## src/rtl/stopwatch_counter.sv

```systemverilog
// Stopwatch counting engine: start/stop/lap/clear state machine driving a
// 4-digit BCD MM:SS counter, a lap latch and a sticky overflow flag.
// Digit outputs are muxed from registered sources (lap latch in LAP, live
// count otherwise), so a tick shows up on the digits one CLK later.
module stopwatch_counter #(
  parameter bit WRAP = 1'b1
) (
  input  logic       CLK,
  input  logic       RSTN,
  input  logic       SEC_SIG,
  input  logic [3:0] PSW_SIG,
  output logic [3:0] SEG_A_VAL,
  output logic [3:0] SEG_B_VAL,
  output logic [3:0] SEG_C_VAL,
  output logic [3:0] SEG_D_VAL,
  output logic       RUN_LED,
  output logic       LAP_LED,
  output logic       OVF
);

  typedef enum logic [1:0] {
    ST_IDLE = 2'd0,
    ST_RUN  = 2'd1,
    ST_LAP  = 2'd2,
    ST_STOP = 2'd3
  } state_t;

  state_t      state_r;
  state_t      state_nxt_s;
  logic [1:0]  psw_d_r;
  logic [15:0] cnt_r;
  logic [15:0] cnt_nxt_s;
  logic [15:0] lap_r;
  logic [15:0] lap_nxt_s;
  logic        ovf_r;
  logic        ovf_nxt_s;
  logic        ev0_s;
  logic        ev1_s;
  logic        tick_s;
  logic [16:0] inc_s;
  logic [15:0] disp_s;
  logic        unused_psw_s;

  // BCD increment of {min tens, min ones, sec tens, sec ones}.
  // Bit 16 of the result flags the 59:59 terminal case. Comparisons use >=
  // so a digit can never step past its legal maximum.
  function automatic logic [16:0] bcd_inc(input logic [15:0] t, input logic wrap);
    logic [3:0] mt;
    logic [3:0] mo;
    logic [3:0] st;
    logic [3:0] so;
    logic       term;
    mt   = t[15:12];
    mo   = t[11:8];
    st   = t[7:4];
    so   = t[3:0];
    term = 1'b0;
    if (so >= 4'd9) begin
      so = 4'd0;
      if (st >= 4'd5) begin
        st = 4'd0;
        if (mo >= 4'd9) begin
          mo = 4'd0;
          if (mt >= 4'd5) begin
            term = 1'b1;
            if (wrap) begin
              mt = 4'd0;
            end else begin
              {mt, mo, st, so} = 16'h5959;
            end
          end else begin
            mt = mt + 4'd1;
          end
        end else begin
          mo = mo + 4'd1;
        end
      end else begin
        st = st + 4'd1;
      end
    end else begin
      so = so + 4'd1;
    end
    return {term, mt, mo, st, so};
  endfunction

  // Switch bits 3:2 carry no function.
  assign unused_psw_s = ^PSW_SIG[3:2];

  // Rising-edge events; start/stop has priority, so lap/clear is masked by it.
  assign ev0_s  = PSW_SIG[0] & ~psw_d_r[0];
  assign ev1_s  = PSW_SIG[1] & ~psw_d_r[1] & ~ev0_s;
  // Ticks count only when the pre-edge state is a counting state.
  assign tick_s = SEC_SIG & ((state_r == ST_RUN) | (state_r == ST_LAP));
  assign inc_s  = bcd_inc(cnt_r, WRAP);

  // Next-state decode for start/stop and lap/clear events.
  always_comb begin
    state_nxt_s = state_r;
    case (state_r)
      ST_IDLE: begin
        if (ev0_s) state_nxt_s = ST_RUN;
        else       state_nxt_s = ST_IDLE;
      end
      ST_RUN: begin
        if (ev0_s)      state_nxt_s = ST_STOP;
        else if (ev1_s) state_nxt_s = ST_LAP;
        else            state_nxt_s = ST_RUN;
      end
      ST_LAP: begin
        if (ev0_s)      state_nxt_s = ST_STOP;
        else if (ev1_s) state_nxt_s = ST_RUN;
        else            state_nxt_s = ST_LAP;
      end
      ST_STOP: begin
        if (ev0_s)      state_nxt_s = ST_RUN;
        else if (ev1_s) state_nxt_s = ST_IDLE;
        else            state_nxt_s = ST_STOP;
      end
      default: state_nxt_s = ST_IDLE;
    endcase
  end

  // Count, lap latch and overflow update: tick, lap capture and clear.
  always_comb begin
    cnt_nxt_s = cnt_r;
    lap_nxt_s = lap_r;
    ovf_nxt_s = ovf_r;
    if (tick_s) begin
      cnt_nxt_s = inc_s[15:0];
      ovf_nxt_s = ovf_r | inc_s[16];
    end else begin
      cnt_nxt_s = cnt_r;
      ovf_nxt_s = ovf_r;
    end
    // Lap captures the pre-increment count, even with a coincident tick.
    if ((state_r == ST_RUN) && ev1_s) begin
      lap_nxt_s = cnt_r;
    end else begin
      lap_nxt_s = lap_r;
    end
    // No tick can occur in STOP, so the clear never races an increment.
    if ((state_r == ST_STOP) && ev1_s) begin
      cnt_nxt_s = 16'h0000;
      ovf_nxt_s = 1'b0;
    end else begin
      cnt_nxt_s = cnt_nxt_s;
    end
  end

  // State, edge history, count, lap latch and overflow registers.
  always_ff @(posedge CLK or negedge RSTN) begin
    if (!RSTN) begin
      state_r <= ST_IDLE;
      psw_d_r <= 2'b00;
      cnt_r   <= 16'h0000;
      lap_r   <= 16'h0000;
      ovf_r   <= 1'b0;
    end else begin
      state_r <= state_nxt_s;
      psw_d_r <= PSW_SIG[1:0];
      cnt_r   <= cnt_nxt_s;
      lap_r   <= lap_nxt_s;
      ovf_r   <= ovf_nxt_s;
    end
  end

  // Display source select: frozen lap value in LAP, live count otherwise.
  always_comb begin
    disp_s = cnt_r;
    if (state_r == ST_LAP) begin
      disp_s = lap_r;
    end else begin
      disp_s = cnt_r;
    end
  end

  assign SEG_A_VAL = disp_s[15:12];
  assign SEG_B_VAL = disp_s[11:8];
  assign SEG_C_VAL = disp_s[7:4];
  assign SEG_D_VAL = disp_s[3:0];
  assign RUN_LED   = (state_r == ST_RUN) | (state_r == ST_LAP);
  assign LAP_LED   = (state_r == ST_LAP);
  assign OVF       = ovf_r;

endmodule

```

## config.mk

```make
export PLATFORM = sky130hd
export DESIGN_NAME = stopwatch_counter
export DESIGN_NICKNAME = d
export VERILOG_FILES = /design/src/rtl/stopwatch_counter.sv
export SDC_FILE = /design/constraint.sdc
export NUM_CORES = 1
export LEC_CHECK = 0
export BUFFER_PORTS_ARGS = -buffer_cell sky130_fd_sc_hd__buf_2
export CORE_MARGIN = 2
export CORE_UTILIZATION = 55
export CTS_BUF_LIST = sky130_fd_sc_hd__clkbuf_16
export CTS_CLUSTER_SIZE = 25
export DETAILED_ROUTE_END_ITERATION = 7
export HOLD_SLACK_MARGIN = 0.1
export PLACE_DENSITY = 0.76
export SYNTH_ARGS = -nofsm -noshare
export SYNTH_HDL_FRONTEND = slang
export SYNTH_SLANG_ARGS = --single-unit
```

## constraint.sdc

```tcl
create_clock -name CLK -period 2.53 [get_ports CLK]
set_input_delay 0 -clock CLK [delete_from_list [all_inputs] [get_ports CLK]]
set_output_delay 0 -clock CLK [all_outputs]
set_load 0.02 [all_outputs]
```

==> results.md <==
- Net count, final: 263
- Worst hold slack: 0.175 ns
- LEAKAGE: 0.00114 µW
- Area of the mapped netlist: 2030 µm²
- Setup TNS Final: 0 ns
- Core area: 3610 µm²
- Crit path max-delay cell type: o31ai_4
- Via count: 1,549
- Max frequency: 521 MHz
- Number of buffer and inverter stages on the critical path: 1
- Root buffer cell: clkbuf_16
- Vias per inst: 5.36
- Layout cells sized above 1: 22.0%
- Slowest stage delay, CP: around 0.45 ns
- Post-Syn Instances: 210
- Worst R2R Setup Slack: about 0.6 ns
- Clock sinks: 37
- Diodes inserted: 0
- Logic pwr share: a little under two fifths
- Avg WL per Cell: 12.9 µm
- Reg power frac: between 30% and 40%
- CP Launch Point: cnt_r[0]
- Setup crit start kind: flip-flop
- Routed Wire Length: about 3700 µm
- Finished Core Util: 65.5%
- Initial antenna violation count: 0
- Final setup fails: 0
- Avg Cell Area, Syn: approximately 9.7 µm²
- VDD IR max: 0.727 mV
- Req. time, crit path: between 2 and 3 ns
- Placer Congestion: 0.781
- Initial core utilization: between 50% and 60%
- Die height: 64.8 µm
- Ys Warns: 0
- Area grow syn2layout: 16.3%
- Worst-Skew Late Latency: 0.27 ns
- Final worst path period need: between 1.5 and 2 ns
- Dpl ws: ~0.61 ns
- Most numerous cell in the Yosys netlist: dfrtp_1
- DIE AREA: 4200 µm²
- Crit. End Element: flip-flop
- DRT antenna net count: 0
- CTS Hold Buffers Added: 3
- Post-DP HPWL: 2540 µm
- Max Slew Vio Count: 0
- EDFF count, synth: 0
- TritonCTS clock tree: built
- Clock buffer depth: 2
- # port buffers: 23
- Min-delay worst type: in2reg
- Clk pwr share: 24.8%
- Vias in the first global route: 1,507
- Placed instance count: between 200 and 300
- DRC viols: 0
- Unique masters post-synth: 35
- Final Non-Filler Cells: 289
- GR Overflow Total: 0
- Worst Tran Pin Value: 0.815 ns
- HP Start: SEC_SIG
- CP Class: reg2reg
- Site row count: 22
- Largest net degree at the start of global routing: 38
- Post_cts resized: 0
- Tot GR Track Use: 20.3%
- Pwr/cell area: between 900 and 1000 nW/µm²
- Cell internal pwr: ~1400 µW
- Count of state elements after synthesis: 37
- RSZ-0062 raised after global routing: no
- Mapped Nets: 233
- Crit path DAT: ~2.1 ns
- Sw Share: a little under two fifths
- Top cells by count, synth: dfrtp_1, o21ai_0, nand2_1
- Crit share post-route: 75.8%
- CP delay by family, top: simple AND/OR/NAND/NOR gates
- Outcome: complete, no violations
- Post-synth top flop: dfrtp_1
- CTS HTree Levels: 2
- Clock skew: roughly 0.0057 ns
- Max-Cap Viols: 0
- Cell Chain, Critical Path: inv_1 > ha_1 > or3b_4 > nand4_2 > o31ai_4 > nand3_1 > o21ai_0
- Post-synth ARST share: between 90% and 100%
- Crit-path max FO: 9
- Cts bufs inserted: 5
- Post-CTS setup buffer count: 0
- Ports: 26
- Post-synth top area cell: dfrtp_1
- PnR worst setup slack: a little over 0.6 ns
- Post-synth top area share: 45.6%
- Max transition margin: 45.7%
- Sequential area share after synthesis: between 40% and 50%
- First-pass GRT wire length: 6620 µm
- Area contributors post-synth: dfrtp_1, ha_1, o21ai_0
- Net Sw Power: between 800 and 900 µW
- Die Wd: 64.8 µm
- Reg-to-reg startpoint: cnt_r[0]
- Initial DRC count: 62
- Clock-pin transition on the worst setup and hold timing paths: approximately 0.050 ns
- First drt pass iteration count: 4
- Hold Violations, Final: 0
registers in the layout, indices dropped and copies added, names as in the netlist:
| name | count |
|---|---|
| cnt_r | 16 |
| lap_r | 16 |
| psw_d_r | 2 |
| state_r | 2 |
| OVF | 1 |
tightest hold or removal path: cells and delay by family:
family	cells	cell delay [ns]
buffers and inverters	1	0.11
and+or+nand+nor	2	0.16
muxes	1	0.14
metal layers:
metal / routed length (µm) / global-route usage (%) / vias to the layer above / part of all wire [%]
li1: - / - / 782 / -
met1: 1720 / 25.7 / 733 / 46
met2: 1840 / 35.1 / 28 / 49
met3: 122 / 4.51 / 6 / 3.3
met4: 40 / 5.59 / 0 / 1.1
met5: 0 / 0 / - / 0
cell type report:
cell class                 count  area [µm²]
timing repair buffer          29         168
clock inverter                 3        12.5
fill                         295        1240
clock buffer                   5         125
sequential                    37         926
tap                           48        60.1
multi-input combinational    152        1020
inverter                      15        56.3
layout by cell type, fill, tap and decap left out, types with 2 or more instances in the layout:
master,count
dfrtp_1,37
o21ai_0,29
nand2_1,27
buf_2,23
ha_1,16
inv_1,15
nor2_1,15
mux2_2,12
a21oi_1,9
nand3_1,8
nor3_1,6
clkbuf_16,5
and2_1,3
nand3b_1,3
nand4_1,3
dlygate4sd3_1,3
buf_4,3
nand2b_1,2
a22oi_1,2
clkinv_1,2
per-stage QoR:
stage	area (µm²)	total power, µW
2_1_floorplan	2030	1510
3_3_place_gp	2200	1730
3_5_place_dp	2200	1760
4_1_cts	2360	2350
5_1_grt	2360	2500
6_report	2360	2330
power groups by stage:
stage	Combinational (µW)	Clock (µW)	Sequential, µW
after detailed placement	886	0	877
final	884	577	867
after floorplan	664	0	845
after CTS	896	586	869
after global placement	865	0	867
after global routing	999	615	887
cells by family (layout without fill, tap and decap cells):
family / after synthesis / in the layout / share of synthesized area, %
and+or+nand+nor: 76 / 76 / 19.2
adders and majority gates: 16 / 16 / 9.85
DFF: 37 / 37 / 45.6
AOI/OAI and AO/OA: 47 / 47 / 13.9
muxes: 13 / 13 / 7.14
buffers and inverters: 21 / 52 / 4.43
worst paths after layout:
kind	end	cells past startpoint
worst max-delay path	cnt_r[15]	7
worst min-delay path	cnt_r[0]	4
worst max register to register	cnt_r[15]	7
worst min register to register	lap_r[4]	2
max in group asynchronous	cnt_r[6]	2
min in group asynchronous	lap_r[10]	2
No activity file was read; power rests on OpenSTA's default activity.
